<file path="config.mk">
export PLATFORM = sky130hd
export DESIGN_NAME = lcd_bus_arbiter
export DESIGN_NICKNAME = d
export VERILOG_FILES = /design/src/rtl/lcd_bus_arbiter.sv
export SDC_FILE = /design/constraint.sdc
export NUM_CORES = 1
export LEC_CHECK = 0
export CAP_MARGIN = 20
export CELL_PAD_IN_SITES_DETAIL_PLACEMENT = 0
export CELL_PAD_IN_SITES_GLOBAL_PLACEMENT = 2
export CORE_MARGIN = 4
export CORE_UTILIZATION = 30
export DETAILED_ROUTE_END_ITERATION = 7
export HOLD_SLACK_MARGIN = 0.03
export PLACE_DENSITY = 0.91
export SLEW_MARGIN = 5
export SYNTH_ARGS = -nofsm -noshare
export SYNTH_HDL_FRONTEND = slang
export SYNTH_SLANG_ARGS = --single-unit
</file>
<file path="constraint.sdc">
create_clock -name clk -period 2.5 [get_ports clk]
set_input_delay 0.5 -clock clk [delete_from_list [all_inputs] [get_ports clk]]
set_output_delay 0.5 -clock clk [all_outputs]
set_load 0.02 [all_outputs]
</file>
<file path="src/rtl/lcd_bus_arbiter.sv">
// lcd_bus_arbiter: round-robin sharing of an HD44780 LCD bus between two writers with strobe and busy-wait timing
module lcd_bus_arbiter #(
  parameter int EN_SETUP = 2,
  parameter int EN_HIGH  = 25,
  parameter int EN_HOLD  = 2,
  parameter int CMD_WAIT = 2000,
  parameter int CLR_WAIT = 82000
) (
  input  logic       clk,
  input  logic       rst,
  input  logic       req0,
  input  logic       rs0,
  input  logic [7:0] dat0,
  output logic       ack0,
  input  logic       req1,
  input  logic       rs1,
  input  logic [7:0] dat1,
  output logic       ack1,
  output logic       lcd_rs,
  output logic       lcd_rw,
  output logic       lcd_en,
  output logic [7:0] lcd_data,
  output logic       busy
);
  typedef enum logic [2:0] {IDLE, SETUP, PULSE, HOLD, WAIT, DONE} state_t;
  localparam int M1 = (EN_SETUP > EN_HIGH) ? EN_SETUP : EN_HIGH;
  localparam int M2 = (M1 > EN_HOLD) ? M1 : EN_HOLD;
  localparam int M3 = (M2 > CMD_WAIT) ? M2 : CMD_WAIT;
  localparam int MAXV = (M3 > CLR_WAIT) ? M3 : CLR_WAIT;
  localparam int CW = $clog2(MAXV + 1);
  state_t state, state_nxt;
  logic [CW-1:0] cnt, cnt_nxt, wait_len;
  logic last, pick, clr;
  // last also names the writer currently holding the bus
  assign pick = (req0 & req1) ? ~last : req1;
  assign clr = ~lcd_rs & (lcd_data inside {8'h01, 8'h02, 8'h03});
  assign wait_len = clr ? CW'(CLR_WAIT - 1) : CW'(CMD_WAIT - 1);
  assign lcd_rw = 1'b0;
  assign lcd_en = state == PULSE;
  assign busy = state != IDLE;
  assign ack0 = (state == DONE) & ~last;
  assign ack1 = (state == DONE) & last;
  always_comb begin
    state_nxt = state;
    cnt_nxt = (cnt == '0) ? cnt : cnt - CW'(1);
    case (state)
      IDLE: if (req0 | req1) begin
        state_nxt = SETUP;
        cnt_nxt = CW'(EN_SETUP - 1);
      end
      SETUP: if (cnt == '0) begin
        state_nxt = PULSE;
        cnt_nxt = CW'(EN_HIGH - 1);
      end
      PULSE: if (cnt == '0) begin
        state_nxt = HOLD;
        cnt_nxt = CW'(EN_HOLD - 1);
      end
      HOLD: if (cnt == '0) begin
        state_nxt = WAIT;
        cnt_nxt = wait_len;
      end
      WAIT: state_nxt = (cnt == '0) ? DONE : WAIT;
      DONE: state_nxt = IDLE;
      default: state_nxt = IDLE;
    endcase
  end
  always_ff @(posedge clk) begin
    if (rst) begin
      state <= IDLE;
      cnt <= '0;
      last <= 1'b1;
      lcd_rs <= 1'b0;
      lcd_data <= 8'h00;
    end else begin
      state <= state_nxt;
      cnt <= cnt_nxt;
      if (state == IDLE && (req0 | req1)) begin
        last <= pick;
        lcd_rs <= pick ? rs1 : rs0;
        lcd_data <= pick ? dat1 : dat0;
      end
    end
  end
endmodule

</file>
After elaboration in Yosys (flattened, before gate mapping)
Index checks and enable logic that the tools add are counted. W data, S select, Z words.

Register bits after elaboration: 30. Latch bits: 0. Bits in writable memories: 0. Memory bits (read-only): 0. Output and inout bits: 14. Logic and storage cells: 47. Memories: 0.

$add $sub $neg: 1. $mul: 0. Div/mod/pow operators: 0. Magnitude comparators: 0. Eq/ne operators: 12. Shifts and indexed selects: 0. Muxes and demuxes: 16. Bitwise operators: 7. Reductions and logical operators: 6.

Operators by type and width (count): $mux W17 (6); $pmux W17 S4 (1); $logic_not A17 Y1 (1); $sub A17 B1 Y17 const B (1); $eq A8 B2 Y1 const B (2); $pmux W3 S5 (1); $mux W3 (4); $eq A8 B1 Y1 const B (1); $mux W8 (1); $eq A3 B2 Y1 const B (2); $eq A3 B3 Y1 const B (2); $ne A2 B2 Y1 const B (3); $reduce_bool A3 Y1 (2); $and A1 B1 Y1 (4); $reduce_and A4 Y1 (1); $eq A3 B1 Y1 const B (1); $logic_not A3 Y1 (1); $mux W1 (3); $ne A2 B1 Y1 const B (1); $not A1 Y1 (2); $logic_and A1 B1 Y1 (1); $or A1 B1 Y1 (1).

Logic depth before layout (Yosys ltp)
Gate-level depths: netlist of run 1.

Depth in word-level cells: 6. Gate-level depth with buffers: 11. Gate-level depth less buffers: 10.

Worst setup path after synthesis of run 1
OpenSTA, ideal clock, no wires.

Path kind: register to register. From: reg cnt[0]. To: reg cnt[0]. Library setup time: 0.095 ns. Data arrival time: 1.957 ns. Data required time: 2.405 ns. Setup slack: 0.448 ns. Stages on the path, launching flop included: 12. Buffers on the path: 1. Clock period less this slack: 2.052 ns. Path through: dfxtp_1 > inv_1 > ha_1 > nor4b_1 > and4_1 > buf_2 > inv_2 > ha_1 > nor2b_1 > a21oi_1 > a21o_1 > a221oi_1.

Word-level cells in the longest chain between the ends: 4. Elaborated cells between the ends (all ways): 8. Those cells by class: 1 x add/sub; 6 x mux; 1 x reduce/logical.

Ends and longest elaborated chain: from (decl) (line 32) `logic [CW-1:0] cnt, cnt_nxt, wait_len;`; from (signal assigned) (line 77) `cnt <= cnt_nxt;`; $sub A17 B1 Y17 or $logic_not A17 Y1 (tied branches) (line 45, 51, 55); $mux W17 (line 45) `cnt_nxt = (cnt == '0) ? cnt : cnt - CW'(1);`; $mux W17 (on tied branches); $pmux W17 S4 * (line 46) `case (state)`.

Mark *: on every way between the ends. The rest lies on a longest branch, timed or not. A chain may end at the register's enable or synchronous reset.

Worst setup path in the final report of run 1
From: reg state[1]. To: out ack1.

Word-level cells in the longest chain between the ends: 2.

Ends and longest elaborated chain: from (decl) (line 31) `state_t state, state_nxt;`; from (signal assigned) (line 76) `state <= state_nxt;`; $eq A3 B3 Y1 (line 42) `assign ack1 = (state == DONE) & last;`; $and A1 B1 Y1 (line 42); to (decl) (line 18) `output logic ack1,`.

Every way passes these cells.

==> results of run 1 <==
==> synth_stat cells, types with 2 or more instances <==
| master | count |
|---|---|
| nor2b_1 | 5 |
| and4b_1 | 2 |
| nor2_1 | 30 |
| a211oi_1 | 12 |
| nand3_1 | 3 |
| nor3_2 | 2 |
| a221oi_1 | 3 |
| mux2i_1 | 9 |
| buf_4 | 2 |
| inv_1 | 4 |
| o21ai_0 | 9 |
| and3_1 | 2 |
| dfxtp_1 | 30 |
| nand3b_1 | 3 |
| nor4_1 | 7 |
| nand2b_1 | 2 |
| buf_2 | 4 |
| buf_6 | 3 |
| nor3_1 | 11 |
| or3_1 | 2 |
| clkbuf_1 | 5 |
| ha_1 | 4 |
| xnor2_1 | 7 |
| a21oi_1 | 15 |
| nand4_1 | 2 |
| nand2_1 | 10 |
==> metrics by stage <==
stage / hold WS (ns) / power (mW) / util / instance area, um2
3_3_place_gp: 0.504 / 3.13 / 0.393 / 2190
2_1_floorplan: 0.483 / 2.49 / - / 1750
5_1_grt: 0.545 / 3.81 / 0.407 / 2270
3_5_place_dp: 0.510 / 3.11 / 0.393 / 2190
6_report: 0.517 / 3.46 / 0.407 / 2270
4_1_cts: 0.523 / 3.50 / 0.407 / 2270
==> power groups by stage <==
stage	sequential, mW	combinational [mW]	clock [mW]
2_1_floorplan	0.851	1.63	0
3_3_place_gp	0.849	2.28	0
6_report	0.838	2.26	0.363
5_1_grt	0.867	2.54	0.404
4_1_cts	0.840	2.28	0.382
3_5_place_dp	0.848	2.26	0
==> cells by family after synthesis <==
| logic type | after synthesis | synth area share |
|---|---|---|
| AO/OA/AOI/OAI | 50 | 0.184 |
| XOR/XNOR | 8 | 0.0399 |
| adder cells (fa/ha/maj) | 4 | 0.0285 |
| buffers and inverters | 20 | 0.0628 |
| flip-flops | 30 | 0.342 |
| multiplexers | 9 | 0.0514 |
| other | 1 | 0.00214 |
| AND/OR/NAND/NOR | 91 | 0.289 |
==> final cells by class <==
type | instances | area (um2)
Clock buffer | 7 | 76.3
Multi-Input combinational cell | 163 | 1040
Tap cell | 72 | 90.1
Fill cell | 604 | 3310
Inverter | 5 | 18.8
Timing Repair Buffer | 47 | 438
Sequential cell | 30 | 601
==> registers in the layout, summed over array words and instances, names as in the netlist <==
signal / flops
lcd_data: 8
state: 3
cnt: 17
last: 1
lcd_rs: 1
==> metal layers <==
layer  GRT usage  wire length, um  part of all wire
met2       0.206             1900              0.43
met1       0.161             2070              0.47
met5           0                0                 0
met4      0.0388               55             0.012
met3      0.0491              409             0.092
==> worst register-to-register path: cells and delay by family (launching register included) <==
family                     cells  cell delay (ns)
and+or+nand+nor                3             0.69
DFF                            1             0.33
buffers and inverters          2             0.19
adders and majority gates      2             0.38
AOI/OAI and AO/OA              3             0.47
==> final timing paths <==
path | from | end | slack (ns) | depth (start not counted)
setup / recovery | state[1]$_SDFFE_PP0P_ | ack1 | 0.16 | 3
hold / removal | lcd_data[2]$_SDFFE_PP0P_ | lcd_data[2]$_SDFFE_PP0P_ | 0.52 | 2
setup reg to reg | cnt[0]$_SDFF_PP0_ | cnt[0]$_SDFF_PP0_ | 0.33 | 10
hold reg to reg | lcd_data[2]$_SDFFE_PP0P_ | lcd_data[2]$_SDFFE_PP0P_ | 0.52 | 2
==> layout by cell type (no fill, tap or decap), types with 3 or more instances in the layout <==
master,n
dfxtp_1,30
xnor2_1,7
buf_4,13
nand3_1,3
o21ai_0,9
nor3_1,11
nand2_1,10
a221oi_1,3
mux2i_1,9
ha_1,4
nand3b_1,3
nor2_1,30
clkbuf_8,5
a211oi_1,12
nor4_1,7
a21oi_1,15
inv_1,4
nor2b_1,5
clkdlybuf4s50_1,34
==> report_table.html, run 1 <==
<table>
<tr><th>Metric</th><th>Value</th></tr>
<tr><th colspan="2">Synthesis</th></tr>
<tr><td>Number of flops mapped to enable cells by yosys</td><td>0</td></tr>
<tr><td>Unique cell type count in the Yosys netlist</td><td>51</td></tr>
<tr><td>Average footprint of a synthesized cell</td><td>8.24 um2</td></tr>
<tr><td>Synth top area share</td><td>0.342</td></tr>
<tr><td>Post-synthesis instance total</td><td>213</td></tr>
<tr><td>Top FF cell, synth</td><td>dfxtp_1</td></tr>
<tr><td>Synth area leaders</td><td>dfxtp_1, nor2_1, mux2i_1, a211oi_1, a21oi_1</td></tr>
<tr><td>Yosys warning total</td><td>0</td></tr>
<tr><td>Library cell occupying the most area in the post-synthesis netlist</td><td>dfxtp_1</td></tr>
<tr><td>Number of synthesized register bits</td><td>30</td></tr>
<tr><td>Post-Syn Area</td><td>1750 um2</td></tr>
<tr><td>Net count after synthesis</td><td>239</td></tr>
<tr><td>Async set or reset register ratio after synthesis</td><td>0</td></tr>
<tr><td>Portion of the post-synthesis area used by sequential elements</td><td>0.342</td></tr>
<tr><th colspan="2">Clocking</th></tr>
<tr><td>Clock root buffer</td><td>clkbuf_8</td></tr>
<tr><td>Post-cts gate resize count</td><td>0</td></tr>
<tr><td>Maximum buffer depth of the clock tree</td><td>2</td></tr>
<tr><td>Sink count of the clock tree</td><td>30</td></tr>
<tr><td>H-Tree Depth</td><td>2</td></tr>
<tr><td>Setup fix buffers added after clock tree synthesis</td><td>0</td></tr>
<tr><td>Number of hold buffers added after cts</td><td>0</td></tr>
<tr><td>Clock transition time at the flip-flop clock pins of the worst setup and hold paths</td><td>0.06 ns</td></tr>
<tr><td>CTS buffer count</td><td>5</td></tr>
<tr><td>Clock network latency to the later pin of the worst-skew pair</td><td>0.28 ns</td></tr>
<tr><td>TritonCTS clock tree</td><td>yes</td></tr>
<tr><th colspan="2">Floorplan</th></tr>
<tr><td>I/O pin cnt</td><td>36</td></tr>
<tr><td>Die Span Y</td><td>84.5 um</td></tr>
<tr><td>Initial core utilization</td><td>0.315</td></tr>
<tr><td>Total core area</td><td>5570 um2</td></tr>
<tr><td>Number of standard-cell rows in the floorplan</td><td>27</td></tr>
<tr><td>Floorplan die width</td><td>84.5 um</td></tr>
<tr><td>Overall die area</td><td>7130 um2</td></tr>
<tr><th colspan="2">Pwr</th></tr>
<tr><td>Part of the power in combinational logic</td><td>0.653</td></tr>
<tr><td>Share of total power in the clock network</td><td>0.105</td></tr>
<tr><td>P per Cell Area</td><td>1530 nW/um2</td></tr>
<tr><td>Switching fraction of total power</td><td>0.460</td></tr>
<tr><td>Peak supply drop</td><td>0.483 mV</td></tr>
<tr><td>Static Leak</td><td>0.848 nW</td></tr>
<tr><td>Internal power</td><td>1.87 mW</td></tr>
<tr><td>Total net switching power</td><td>1.59 mW</td></tr>
<tr><td>Reg power frac</td><td>0.242</td></tr>
<tr><th colspan="2">Route</th></tr>
<tr><td>DR vias/cell</td><td>5.05</td></tr>
<tr><td>Detailed-route DRC error count</td><td>0</td></tr>
<tr><td>Starting DRT DRC Count</td><td>58</td></tr>
<tr><td>Average wire per standard cell</td><td>13.7 um</td></tr>
<tr><td>Antenna Violating Nets Remaining</td><td>0</td></tr>
<tr><td>Routed wire length</td><td>4.43 mm</td></tr>
<tr><td>First drt pass iteration count</td><td>4</td></tr>
<tr><td>Via count</td><td>1635</td></tr>
<tr><th colspan="2">Place</th></tr>
<tr><td>Final weighted congestion in routability-driven placement</td><td>0.851</td></tr>
<tr><td>Post-placement worst setup slack</td><td>0.379 ns</td></tr>
<tr><td>Placed insts</td><td>317</td></tr>
<tr><td>IO buf count</td><td>34</td></tr>
<tr><td>Post-DP HPWL</td><td>3.29 mm</td></tr>
<tr><th colspan="2">Cells and area</th></tr>
<tr><td>Area growth from synthesis to layout</td><td>29.2%</td></tr>
<tr><td>Final cell count without fillers</td><td>324</td></tr>
<tr><td>Final net count</td><td>278</td></tr>
<tr><td>Fraction of final layout cells with drive strength greater than 1</td><td>0.107</td></tr>
<tr><td>Count of inserted antenna diode cells</td><td>0</td></tr>
<tr><th colspan="2">Global route</th></tr>
<tr><td>Largest net degree at the start of global routing</td><td>21</td></tr>
<tr><td>Number of global-route vias before repair</td><td>1581</td></tr>
<tr><td>Global-route wire length before repair</td><td>7.49 mm</td></tr>
<tr><td>GRT Overall Usage</td><td>0.129</td></tr>
<tr><td>Final global-route overflow total</td><td>0</td></tr>
<tr><td>Initial antenna violation count</td><td>0</td></tr>
<tr><th colspan="2">Setup path</th></tr>
<tr><td>Cell with the largest stage delay on the worst path</td><td>clkdlybuf4s50_1</td></tr>
<tr><td>Buffers &amp; Inverters on Critical Path</td><td>1</td></tr>
<tr><td>Worst path required time</td><td>2.00 ns</td></tr>
<tr><td>Highest cell delay on the worst timing path</td><td>0.59 ns</td></tr>
<tr><td>Category of the most critical setup path</td><td>reg2out</td></tr>
<tr><td>Cells traversed along the worst timing path</td><td>nor2b_1, and3_1, clkdlybuf4s50_1</td></tr>
<tr><td>Sort of element at the start of the critical path</td><td>flop</td></tr>
<tr><td>Kind of cell adding the most delay to the critical path</td><td>buffers and inverters</td></tr>
<tr><td>Sort of element at the end of the critical path</td><td>output port</td></tr>
<tr><td>Top fanout value on the critical path</td><td>11</td></tr>
<tr><td>Arrival time of data at the critical path endpoint</td><td>1.84 ns</td></tr>
<tr><th colspan="2">Timing</th></tr>
<tr><td>Minimum clock period after layout</td><td>2.34 ns</td></tr>
<tr><td>Max Slew Vio Count</td><td>0</td></tr>
<tr><td>Peak clock frequency supported by timing</td><td>0.427 GHz</td></tr>
<tr><td>Unrepaired setup endpoints after global routing</td><td>false</td></tr>
<tr><td>Post-Route Setup TNS</td><td>0 ns</td></tr>
<tr><td>Period utilisation layout</td><td>0.936</td></tr>
<tr><td>Number of hold violations in the final report</td><td>0</td></tr>
<tr><td>Final setup viols</td><td>0</td></tr>
<tr><td>Clock skew</td><td>0.00731 ns</td></tr>
<tr><td>Setup slack after layout</td><td>0.160 ns</td></tr>
<tr><th colspan="2">Outcome</th></tr>
<tr><td>Status</td><td>finished, final reports clean</td></tr>
<tr><th colspan="2">Run</th></tr>
<tr><td>Max_cap viols</td><td>0</td></tr>
<tr><th colspan="2">Min path</th></tr>
<tr><td>Min-delay worst type</td><td>reg2reg</td></tr>
</table>
(Power assumes the default switching activity.)
==> run 2: changes to the inputs <==
--- a/config.mk
+++ b/config.mk
@@ -11,9 +11,10 @@
 export CORE_MARGIN = 4
 export CORE_UTILIZATION = 30
 export DETAILED_ROUTE_END_ITERATION = 7
-export HOLD_SLACK_MARGIN = 0.03
+export HOLD_SLACK_MARGIN = 0.15
 export PLACE_DENSITY = 0.91
 export SLEW_MARGIN = 5
 export SYNTH_ARGS = -nofsm -noshare
 export SYNTH_HDL_FRONTEND = slang
 export SYNTH_SLANG_ARGS = --single-unit
+export TNS_END_PERCENT = 10
==> results of run 2 <==
Final layout, timing and power as in run 1 (identical DEF).
